--- src/rtl/fifo_pkg.sv ---
// fifo_pkg: shared FIFO defaults, count-width helper and status error-bit indices
package fifo_pkg;
  localparam int A_WIDTH = 4;
  localparam int D_WIDTH = 16;
  localparam int AF_LEVEL = 14;
  localparam int AE_LEVEL = 2;
  localparam int OVF = 0;
  localparam int UDF = 1;
  function automatic int cnt_width(input int depth);
    return $clog2(depth) + 1;
  endfunction
endpackage

--- src/rtl/sync_fifo_ctrl_if.sv ---
// sync_fifo_ctrl_if: producer/consumer handshake, data and status bundle of the FIFO
interface sync_fifo_ctrl_if #(
  parameter int a_width = 4,
  parameter int d_width = 16
);
  logic wr_en;
  logic [d_width-1:0] wr_data;
  logic rd_en;
  logic [d_width-1:0] rd_data;
  logic rd_valid;
  logic full;
  logic empty;
  logic almost_full;
  logic almost_empty;
  logic [a_width:0] count;
  logic overflow;
  logic underflow;
  logic err_clr;
  modport master (
    output wr_en, wr_data, rd_en, err_clr,
    input rd_data, rd_valid, full, empty, almost_full, almost_empty, count, overflow, underflow
  );
  modport slave (
    input wr_en, wr_data, rd_en, err_clr,
    output rd_data, rd_valid, full, empty, almost_full, almost_empty, count, overflow, underflow
  );
endinterface

--- src/rtl/fifo_mem.sv ---
// fifo_mem: simple dual-port storage, synchronous write and asynchronous read
module fifo_mem #(
  parameter int a_width = 4,
  parameter int d_width = 16
) (
  input  logic               Clk,
  input  logic               we,
  input  logic [a_width-1:0] wa,
  input  logic [d_width-1:0] wd,
  input  logic [a_width-1:0] ra,
  output logic [d_width-1:0] rd
);
  logic [d_width-1:0] mem [2**a_width];
  always_ff @(posedge Clk)
    if (we) mem[wa] <= wd;
  assign rd = mem[ra];
endmodule

--- src/rtl/sync_fifo_ctrl.sv ---
// sync_fifo_ctrl: single-clock FIFO with registered flags and sticky errors.
// Define SYNC_FIFO_FWFT_EN for first-word-fall-through reads; default is a 1-cycle registered read.
module sync_fifo_ctrl
  import fifo_pkg::*;
#(
  parameter int a_width  = A_WIDTH,
  parameter int d_width  = D_WIDTH,
  parameter int af_level = AF_LEVEL,
  parameter int ae_level = AE_LEVEL
) (
  input logic Clk,
  input logic Rst_n,
  sync_fifo_ctrl_if.slave bus
);
  localparam int cw = cnt_width(2**a_width);
  localparam int pw = a_width + 1;
  logic [pw-1:0] wr_ptr, rd_ptr;
  logic [cw-1:0] cnt, cnt_n;
  logic [1:0] err;
  logic full_q, empty_q, af_q, ae_q, wr_ok, rd_ok;
  logic [d_width-1:0] head;
  assign wr_ok = bus.wr_en && !full_q;
  assign rd_ok = bus.rd_en && !empty_q;
  assign cnt_n = cnt + cw'(wr_ok) - cw'(rd_ok);
  fifo_mem #(.a_width(a_width), .d_width(d_width)) u_mem (
    .Clk(Clk),
    .we (wr_ok),
    .wa (wr_ptr[a_width-1:0]),
    .wd (bus.wr_data),
    .ra (rd_ptr[a_width-1:0]),
    .rd (head)
  );
  // flags are derived from the next count so they line up with count itself
  always_ff @(posedge Clk or negedge Rst_n)
    if (!Rst_n) begin
      wr_ptr  <= '0;
      rd_ptr  <= '0;
      cnt     <= '0;
      err     <= '0;
      full_q  <= 1'b0;
      empty_q <= 1'b1;
      af_q    <= 1'b0;
      ae_q    <= 1'b1;
    end else begin
      wr_ptr   <= wr_ptr + pw'(wr_ok);
      rd_ptr   <= rd_ptr + pw'(rd_ok);
      cnt      <= cnt_n;
      full_q   <= cnt_n == cw'(2**a_width);
      empty_q  <= cnt_n == '0;
      af_q     <= cnt_n >= cw'(af_level);
      ae_q     <= cnt_n <= cw'(ae_level);
      err[OVF] <= (err[OVF] && !bus.err_clr) || (bus.wr_en && full_q);
      err[UDF] <= (err[UDF] && !bus.err_clr) || (bus.rd_en && empty_q);
    end
`ifdef SYNC_FIFO_FWFT_EN
  assign bus.rd_data  = empty_q ? '0 : head;
  assign bus.rd_valid = !empty_q;
`else
  logic [d_width-1:0] rd_q;
  logic rv_q;
  always_ff @(posedge Clk or negedge Rst_n)
    if (!Rst_n) begin
      rd_q <= '0;
      rv_q <= 1'b0;
    end else begin
      rv_q <= rd_ok;
      if (rd_ok) rd_q <= head;
    end
  assign bus.rd_data  = rd_q;
  assign bus.rd_valid = rv_q;
`endif
  assign bus.full         = full_q;
  assign bus.empty        = empty_q;
  assign bus.almost_full  = af_q;
  assign bus.almost_empty = ae_q;
  assign bus.count        = cnt;
  assign bus.overflow     = err[OVF];
  assign bus.underflow    = err[UDF];
endmodule

--- src/flat_wrapper.sv ---
// flat-port wrapper written by rule: the top's interface ports become plain ports
module sync_fifo_ctrl_flat import fifo_pkg::*;
#(
  parameter int a_width  = A_WIDTH,
  parameter int d_width  = D_WIDTH,
  parameter int af_level = AF_LEVEL,
  parameter int ae_level = AE_LEVEL
)
  (Clk, Rst_n, bus_wr_en, bus_wr_data, bus_rd_en, bus_err_clr, bus_rd_data, bus_rd_valid, bus_full, bus_empty, bus_almost_full, bus_almost_empty, bus_count, bus_overflow, bus_underflow);
  sync_fifo_ctrl_if #(.a_width(a_width), .d_width(d_width)) bus_i ();
  input logic Clk;
  input logic Rst_n;
  input wire logic [$bits(bus_i.wr_en)-1:0] bus_wr_en;
  input wire logic [$bits(bus_i.wr_data)-1:0] bus_wr_data;
  input wire logic [$bits(bus_i.rd_en)-1:0] bus_rd_en;
  input wire logic [$bits(bus_i.err_clr)-1:0] bus_err_clr;
  output wire logic [$bits(bus_i.rd_data)-1:0] bus_rd_data;
  output wire logic [$bits(bus_i.rd_valid)-1:0] bus_rd_valid;
  output wire logic [$bits(bus_i.full)-1:0] bus_full;
  output wire logic [$bits(bus_i.empty)-1:0] bus_empty;
  output wire logic [$bits(bus_i.almost_full)-1:0] bus_almost_full;
  output wire logic [$bits(bus_i.almost_empty)-1:0] bus_almost_empty;
  output wire logic [$bits(bus_i.count)-1:0] bus_count;
  output wire logic [$bits(bus_i.overflow)-1:0] bus_overflow;
  output wire logic [$bits(bus_i.underflow)-1:0] bus_underflow;
  assign bus_i.wr_en = bus_wr_en;
  assign bus_i.wr_data = bus_wr_data;
  assign bus_i.rd_en = bus_rd_en;
  assign bus_i.err_clr = bus_err_clr;
  assign bus_rd_data = bus_i.rd_data;
  assign bus_rd_valid = bus_i.rd_valid;
  assign bus_full = bus_i.full;
  assign bus_empty = bus_i.empty;
  assign bus_almost_full = bus_i.almost_full;
  assign bus_almost_empty = bus_i.almost_empty;
  assign bus_count = bus_i.count;
  assign bus_overflow = bus_i.overflow;
  assign bus_underflow = bus_i.underflow;
  sync_fifo_ctrl #(.a_width(a_width), .d_width(d_width), .af_level(af_level), .ae_level(ae_level)) u_core (.Clk(Clk), .Rst_n(Rst_n), .bus(bus_i));
endmodule
--- config.mk ---
export PLATFORM = sky130hd
export DESIGN_NAME = sync_fifo_ctrl_flat
export DESIGN_NICKNAME = d
export VERILOG_FILES = /design/src/rtl/fifo_pkg.sv /design/src/rtl/sync_fifo_ctrl_if.sv /design/src/rtl/fifo_mem.sv /design/src/rtl/sync_fifo_ctrl.sv /design/src/flat_wrapper.sv
export SDC_FILE = /design/constraint.sdc
export NUM_CORES = 1
export LEC_CHECK = 0
export CAP_MARGIN = 20
export CORE_MARGIN = 2
export CORE_UTILIZATION = 54
export DETAILED_ROUTE_END_ITERATION = 6
export PLACE_DENSITY = 0.75
export SYNTH_ARGS = -nofsm -noshare
export SYNTH_HDL_FRONTEND = slang
export SYNTH_SLANG_ARGS = --single-unit
--- constraint.sdc ---
create_clock -name Clk -period 2.5 [get_ports Clk]
set_input_delay 0.25 -clock Clk [delete_from_list [all_inputs] [get_ports Clk]]
set_output_delay 0.25 -clock Clk [all_outputs]
set_load 0.1 [all_outputs]
==> results.md, run 1 <==
- Core ar.: 20400 µm²
- Total negative setup slack: 0 ns
- Design Power: 16800 µW
- Post-DR wirelength/cell: 24.5 µm
- Leakage power: 0.00459 µW
- Vias per cell: 5.97
- Cells after DPL: 927
- I/O pins: 49
- Clock-pin slew on the worst setup and hold paths: 0.07 ns
- Final nets: 716
- Rel. slew slack: 38.6%
- First-pass GRT wire length: 36300 µm
- Peak supply drop: 650 µV
- Yosys reg bits: 292
- Initial Utilization: 55.5%
- Initial antenna violation count: 0
- Hold/Removal Path Class: in -> reg
- Final setup fails: 0
- Vias after detailed routing: 5836
- Commonest non-fill, non-tap cell in the layout: edfxtp_1
- Commonest cells after routing, fill and taps aside: edfxtp_1, mux2i_1, buf_4, o22ai_1, dfrtp_1
- Final HPWL DP: 14800 µm
- Largest net degree at the start of global routing: 37
- Number of synthesized flops with an enable pin: 256
- Floorplan row count: 52
- Antenna cell count: 0
- Total congestion overflow: 0
- Deepest clock path buffer count: 3
- # fillers: 1377
- CTS Root Cell: clkbuf_16
- Crit Path Category: reg -> reg
- Mapped Cells: 604
- Die Wd: 149 µm
- Distinct cell type count after synthesis: 42
- Tcrit/Tclk final: 95.4%
- Maximum clock rate: 0.419 GHz
- Fin Clk Skew: 0.00874 ns
- GRT Total Usage: 22.3%
- CP required: 2.95 ns
- Final Max Slew Viols: 0
- Post-Syn Nets: 633
- Drt pass-1 iters: 5
- Final WL: 23900 µm
- Final hold vios: 0
- Post-route cell area: 13100 µm²
- Post-Layout Cell Count: 977
- CP Max Fanout: 4
- Share of cells above drive strength 1: 21.6%
- CP Capture Type: register
- Layout area overhead: 15.6%
- Die area: 22200 µm²
- CTS buffer count: 27
- Global placer's final weighted congestion: 0.803
- Slew of the pin with the lowest slew margin: 0.921 ns
- Number of port buffers: 48
- Clock Latency Late Sink: 0.53 ns
- Final Util: 64.1%
- Mapped Area: 11300 µm²
- RSZ-0062 raised after global routing: yes
- Final Critical Period: 2.38 ns
- Synth Area per Inst: 18.8 µm²
- Data arrival time of the critical path: 2.83 ns
- Antenna Violating Nets Remaining: 0
- CP startpoint kind: register
- Top_reg_cell synth: edfxtp_1
- CTS HTree Levels: 1
- Asr flop ratio synth: 12.3%
- Area after DPL: 12300 µm²
- Clock Sinks: 292
- Die H: 149 µm
- Number of global-route vias before repair: 6139
- Outcome: finished, final reports clean
- Max Cap Viol: 0
- Sequential share of the synthesized area: 75.8%
- CTS tree: done
- Power per cell area: 1280 nW/µm²
- Ys Warns: 0
- Drt initial violations: 457
- Residual DRC: 0
registers in the layout, summed over array words and instances, names as in the netlist:
signal / count
u_core.bus.empty: 1
u_core.bus.full: 1
u_core.bus.count: 5
u_core.bus.almost_full: 1
u_core.bus.rd_data: 16
u_core.bus.rd_valid: 1
u_core.rd_ptr: 4
u_core.wr_ptr: 4
u_core.u_mem.mem: 256
u_core.bus.almost_empty: 1
u_core.err: 2
final cells by class:
type                    count  area [µm²]  area share, %
clock inverters            13        81.3          0.621
flip-flops and latches    292        8600           65.7
inverters                   7        31.3          0.239
multi-input cells         275        2500           19.1
clock buffers              36         729           5.57
well taps                 270         338           2.58
repair buffers             84         816           6.23
routing by layer:
layer | track usage, % | part of all wire (%) | vias to the layer above
met2 | 38.2 | 51 | 220
li1 | - | - | 2561
met1 | 30.3 | 40 | 3016
met5 | 0 | 0 | -
met3 | 3.00 | 6.0 | 39
met4 | 6.76 | 2.3 | 0
timing repair:
action                                  in CTS  in global routing
endpoints found under the setup margin       0                  2
buffers inserted                             0                  0
hold buffers                                 1                  0
resized for setup                            0                  1
endpoints found under the hold margin       34                  0
critical path: stages (launching register included):
cell and delay, ns:
dfstp_4 0.62, nand2b_4 0.15, clkinv_4 0.06, nand2b_4 0.08, nand2_1 0.06, ha_2 0.20, fa_2 0.36, xor2_1 0.21
or3_1 0.36, nor3_1 0.21
stage by stage:
stage / hold WS (ns) / setup slack (ns)
finish: 0.310 / 0.115
global route: 0.335 / -0.0478
global placement: 0.421 / 0.0874
floorplan: -0.0456 / -0.148
detailed placement: 0.438 / 0.00779
CTS: 0.300 / 0.0981
kinds of logic after synthesis:
| family | after synthesis | synth area share [%] |
|---|---|---|
| compound gates | 88 | 4.79 |
| xor+xnor | 9 | 0.696 |
| fa+ha+maj | 8 | 0.950 |
| buf+inv | 37 | 2.69 |
| flops | 292 | 75.8 |
| mux | 96 | 12.1 |
| simple gates | 74 | 2.95 |
cell usage after synthesis, types with 3 or more instances:
master,n,area share (%)
buf_6,5,0.50
xnor2_1,5,0.39
mux2i_1,64,5.7
o31ai_1,16,1.1
clkbuf_2,3,0.13
o21ai_1,16,0.71
o22ai_1,32,1.8
xor2_1,4,0.31
buf_2,10,0.44
mux4_1,3,0.70
inv_1,6,0.20
nand2b_1,7,0.39
nand2_1,21,0.70
o21ai_0,18,0.79
nor3_1,6,0.26
ha_1,7,0.77
dfrtp_1,34,7.5
nor2_1,29,0.96
edfxtp_1,256,68
buf_12,6,1.1
clkbuf_1,3,0.099
mux4_2,29,5.8
report_power, final:
part	internal (µW)	leakage [µW]	switching [µW]	total, µW
combinational	2160	0.00145	4250	6410
clock	2140	0.000400	1650	3790
sequential	6120	0.00274	499	6620
path summary, 6_finish.rpt:
| kind | start | endpoint | slack (ns) | cells after the start |
|---|---|---|---|---|
| setup / recovery | u_core.bus.empty | u_core.bus.empty | 0.12 | 9 |
| hold / removal | bus_err_clr | u_core.err[0] | 0.31 | 2 |
| setup reg to reg | u_core.bus.empty | u_core.bus.empty | 0.12 | 9 |
| hold reg to reg | u_core.bus.rd_data[2] | u_core.bus.rd_data[2] | 0.51 | 2 |
| max in group asynchronous | Rst_n | u_core.rd_ptr[0] | 1.41 | 2 |
| min in group asynchronous | Rst_n | u_core.bus.count[3] | 0.40 | 2 |
(Power assumes the default switching activity.)
==> run 2, diff against run 1 <==
--- a/config.mk
+++ b/config.mk
@@ -5,7 +5,6 @@
 export SDC_FILE = /design/constraint.sdc
 export NUM_CORES = 1
 export LEC_CHECK = 0
-export CAP_MARGIN = 20
 export CORE_MARGIN = 2
 export CORE_UTILIZATION = 54
 export DETAILED_ROUTE_END_ITERATION = 6
==> results of run 2 <==
No change in the layout: final DEF, timing and power equal those of run 1.
==> run 3, diff against run 2 <==
--- a/config.mk
+++ b/config.mk
@@ -6,8 +6,9 @@
 export NUM_CORES = 1
 export LEC_CHECK = 0
 export CORE_MARGIN = 2
-export CORE_UTILIZATION = 54
+export CORE_UTILIZATION = 57
 export DETAILED_ROUTE_END_ITERATION = 6
+export DONT_BUFFER_PORTS = 1
 export PLACE_DENSITY = 0.75
 export SYNTH_ARGS = -nofsm -noshare
 export SYNTH_HDL_FRONTEND = slang
==> run 3 against run 2 <==
Clock power rose by 11%. Sequential cell count did not move. Register-to-register slack got worse by 0.02 ns. Critical endpoint unchanged. Largest cell class unchanged. Largest power group unchanged. Highest routed layer is now met5.
==> results.md, run 3 (same netlist as run 1, synthesis figures left out) <==
- Final hold vios: 0 (unchanged)
- CP peak stage delay: 0.62 ns (about the same)
- Post-DR wirelength/cell: 23.3 µm (was 24.5 µm)
- Fin Clk Skew: 0.0170 ns (was 0.00874 ns)
- Final nets: 719 (was 716)
- Int Power: 10700 µW (was 10400 µW)
- Initial antenna violation count: 1 (was 0)
- CTS Root Cell: clkbuf_16 (unchanged)
- Die area: 21000 µm² (was 22200 µm²)
- I/O pins: 49 (unchanged)
- RSZ-0062 raised after global routing: no (was yes)
- # fillers: 1205 (was 1377)
- Tcrit/Tclk final: 96.0% (was 95.4%)
- Die H: 145 µm (was 149 µm)
- Final Critical Period: 2.40 ns (was 2.38 ns)
- Met3 Use GR: 4.06% (was 3.00%)
- Largest net degree at the start of global routing: 47 (was 37)
- Clock Sinks: 292 (unchanged)
- WP depth: 9 (unchanged)
- CP startpoint kind: register (unchanged)
- Gr busiest metal: met2 (unchanged)
- CTS buffer count: 29 (was 27)
- Crit Path Category: reg -> reg (unchanged)
- Worst Setup EP: u_core.bus.empty (unchanged)
- CP bufs+invs: 1 (unchanged)
- RR Startpoint: u_core.bus.empty (unchanged)
- Drt initial violations: 533 (was 457)
- Layout area overhead: 16.0% (was 15.6%)
- Clock Latency Late Sink: 0.54 ns (was 0.53 ns)
- Deepest clock path buffer count: 3 (unchanged)
- Final WL: 22800 µm (was 23900 µm)
- CTS tree: done (unchanged)
- Switching Share: 37.4% (was 38.1%)
- Sequential power share: 42.3% (was 39.4%)
- Gate power share: 33.0% (was 38.1%)
- Post-route cell area: 13100 µm² (about the same)
- Cell mode on critical path: nand2b_4 (unchanged)
- Antenna cell count: 0 (unchanged)
- CP required: 2.96 ns (was 2.95 ns)
- Commonest non-fill, non-tap cell in the layout: edfxtp_1 (unchanged)
- Initial Utilization: 58.2% (was 55.5%)
- Largest reg by FF count: u_core.u_mem.mem (unchanged)
- Number of port buffers: 0 (was 48)
- Drt pass-1 iters: 5 (unchanged)
- Final HPWL DP: 14300 µm (was 14800 µm)
- Residual DRC: 0 (unchanged)
- Area of the multi-input gates: 2510 µm² (was 2500 µm²)
- CP Max Fanout: 6 (was 4)
- Share of cells above drive strength 1: 23.1% (was 21.6%)
- Largest register FFs: 256 (unchanged)
- GRT Total Usage: 22.1% (was 22.3%)
- Design Power: 17000 µW (was 16800 µW)
- Leakage power: 0.00465 µW (was 0.00459 µW)
- Sw Pwr: 6350 µW (was 6400 µW)
- Number of global-route vias before repair: 5984 (was 6139)
- Max Cap Viol: 0 (unchanged)
- Critical R2R Capture: u_core.bus.empty (unchanged)
- Rel. slew slack: 36.3% (was 38.6%)
- Die Wd: 145 µm (was 149 µm)
- Vias per cell: 5.88 (was 5.97)
- Clock-pin slew on the worst setup and hold paths: 0.06 ns (was 0.07 ns)
- GR Util met1: 30.3% (about the same)
- CP startpoint: u_core.bus.empty (unchanged)
- Vias after detailed routing: 5755 (was 5836)
- Commonest cells after routing, fill and taps aside: edfxtp_1, mux2i_1, buf_4, o22ai_1, dfrtp_1 (unchanged)
- Global placer's final weighted congestion: 0.844 (was 0.803)
- CTS HTree Levels: 1 (unchanged)
- Peak supply drop: 702 µV (was 650 µV)
- Cells along the critical path: nand2b_4 > clkinv_4 > nand2b_4 > nand2_1 > ha_2 > fa_2 > xor2_1 > or3_4 > nor3_2 (was nand2b_4 > clkinv_4 > nand2b_4 > nand2_1 > ha_2 > fa_2 > xor2_1 > or3_1 > nor3_1)
- Critical path's slowest cell: dfstp_4 (unchanged)
- Power per cell area: 1290 nW/µm² (was 1280 nW/µm²)
- Core ar.: 19500 µm² (was 20400 µm²)
- Area after DPL: 11900 µm² (was 12300 µm²)
- Data arrival time of the critical path: 2.86 ns (was 2.83 ns)
- CP Capture Type: register (unchanged)
- First-pass GRT wire length: 35200 µm (was 36300 µm)
- Floorplan row count: 51 (was 52)
- Register-to-Register Path Depth: 9 (unchanged)
- Clock Power Share: 24.8% (was 22.5%)
- GR Util met2: 36.1% (was 38.2%)
- Final setup fails: 0 (unchanged)
- Maximum clock rate: 0.417 GHz (was 0.419 GHz)
- Total congestion overflow: 0 (unchanged)
- Final Max Slew Viols: 0 (unchanged)
- Hold/Removal Path Class: in -> async (was in -> reg)
- Worst path top cell family by delay: simple AND/OR/NAND/NOR gates (unchanged)
- Flop-to-flop setup slack: 0.1 ns (was 0.12 ns)
- Slew of the pin with the lowest slew margin: 0.956 ns (was 0.921 ns)
- Register Area: 8600 µm² (unchanged)
- Antenna Violating Nets Remaining: 0 (unchanged)
- Outcome: finished, final reports clean (unchanged)
run 3: layout make-up:
class | instances | area share, %
Inverter | 7 | 0.238
Sequential cell | 292 | 65.4
Tap cell | 265 | 2.52
Timing Repair Buffer | 85 | 5.52
Clock buffer | 42 | 6.28
Multi-Input combinational cell | 275 | 19.1
Clock inverter | 12 | 0.885
run 3: metrics by stage:
step / TNS [ns] / hold slack, ns / setup slack (ns) / instances / utilization (%)
after floorplan: -0.291 / -0.0456 / -0.148 / 604 / -
after global placement: 0 / -0.0448 / 0.137 / 899 / 61.3
after detailed placement: 0 / -0.0449 / 0.0933 / 899 / 61.3
after CTS: 0 / 0.171 / 0.0477 / 974 / 67.3
after global routing: 0 / 0.175 / 0.0213 / 978 / 67.5
final: 0 / 0.174 / 0.0992 / 978 / 67.5
run 3: per-layer routing:
layer	vias to the layer above	wire length (µm)
met5	-	13
met1	2916	9430
met3	64	1350
li1	2565	-
met4	2	787
met2	208	11200
run 3: how the worst min path moves through the flow:
stage	endpoint	slack [ns]	start	cells past startpoint
after floorplan	u_core.bus.almost_full	-0.05	Rst_n	0
after global routing	u_core.wr_ptr[1]	0.18	Rst_n	2
final	u_core.wr_ptr[1]	0.17	Rst_n	2
after detailed placement	u_core.err[0]	-0.04	Rst_n	0
after CTS	u_core.wr_ptr[1]	0.17	Rst_n	2
after global placement	u_core.err[1]	-0.04	Rst_n	0
run 3: power by group through the flow:
stage / clock network, µW / registers [µW] / logic [µW]
global placement: 0 / 7240 / 5310
floorplan: 0 / 8100 / 3430
finish: 4210 / 7190 / 5610
global route: 4480 / 7250 / 5970
CTS: 4280 / 7190 / 5570
detailed placement: 0 / 7280 / 5440
run 3: repair_timing:
action | CTS | global route
buffers inserted | 0 | 4
hold buffers | 21 | 0
gates resized for setup | 0 | 3
endpoints found under the hold margin | 299 | 0
setup endpoints to repair | 0 | 2
run 3: worst register-to-register path: stages (launching register included):
cell	delay (ns)
dfstp_4	0.62
nand2b_4	0.17
clkinv_4	0.07
nand2b_4	0.08
nand2_1	0.06
ha_2	0.20
fa_2	0.35
xor2_1	0.22
or3_4	0.37
nor3_2	0.19
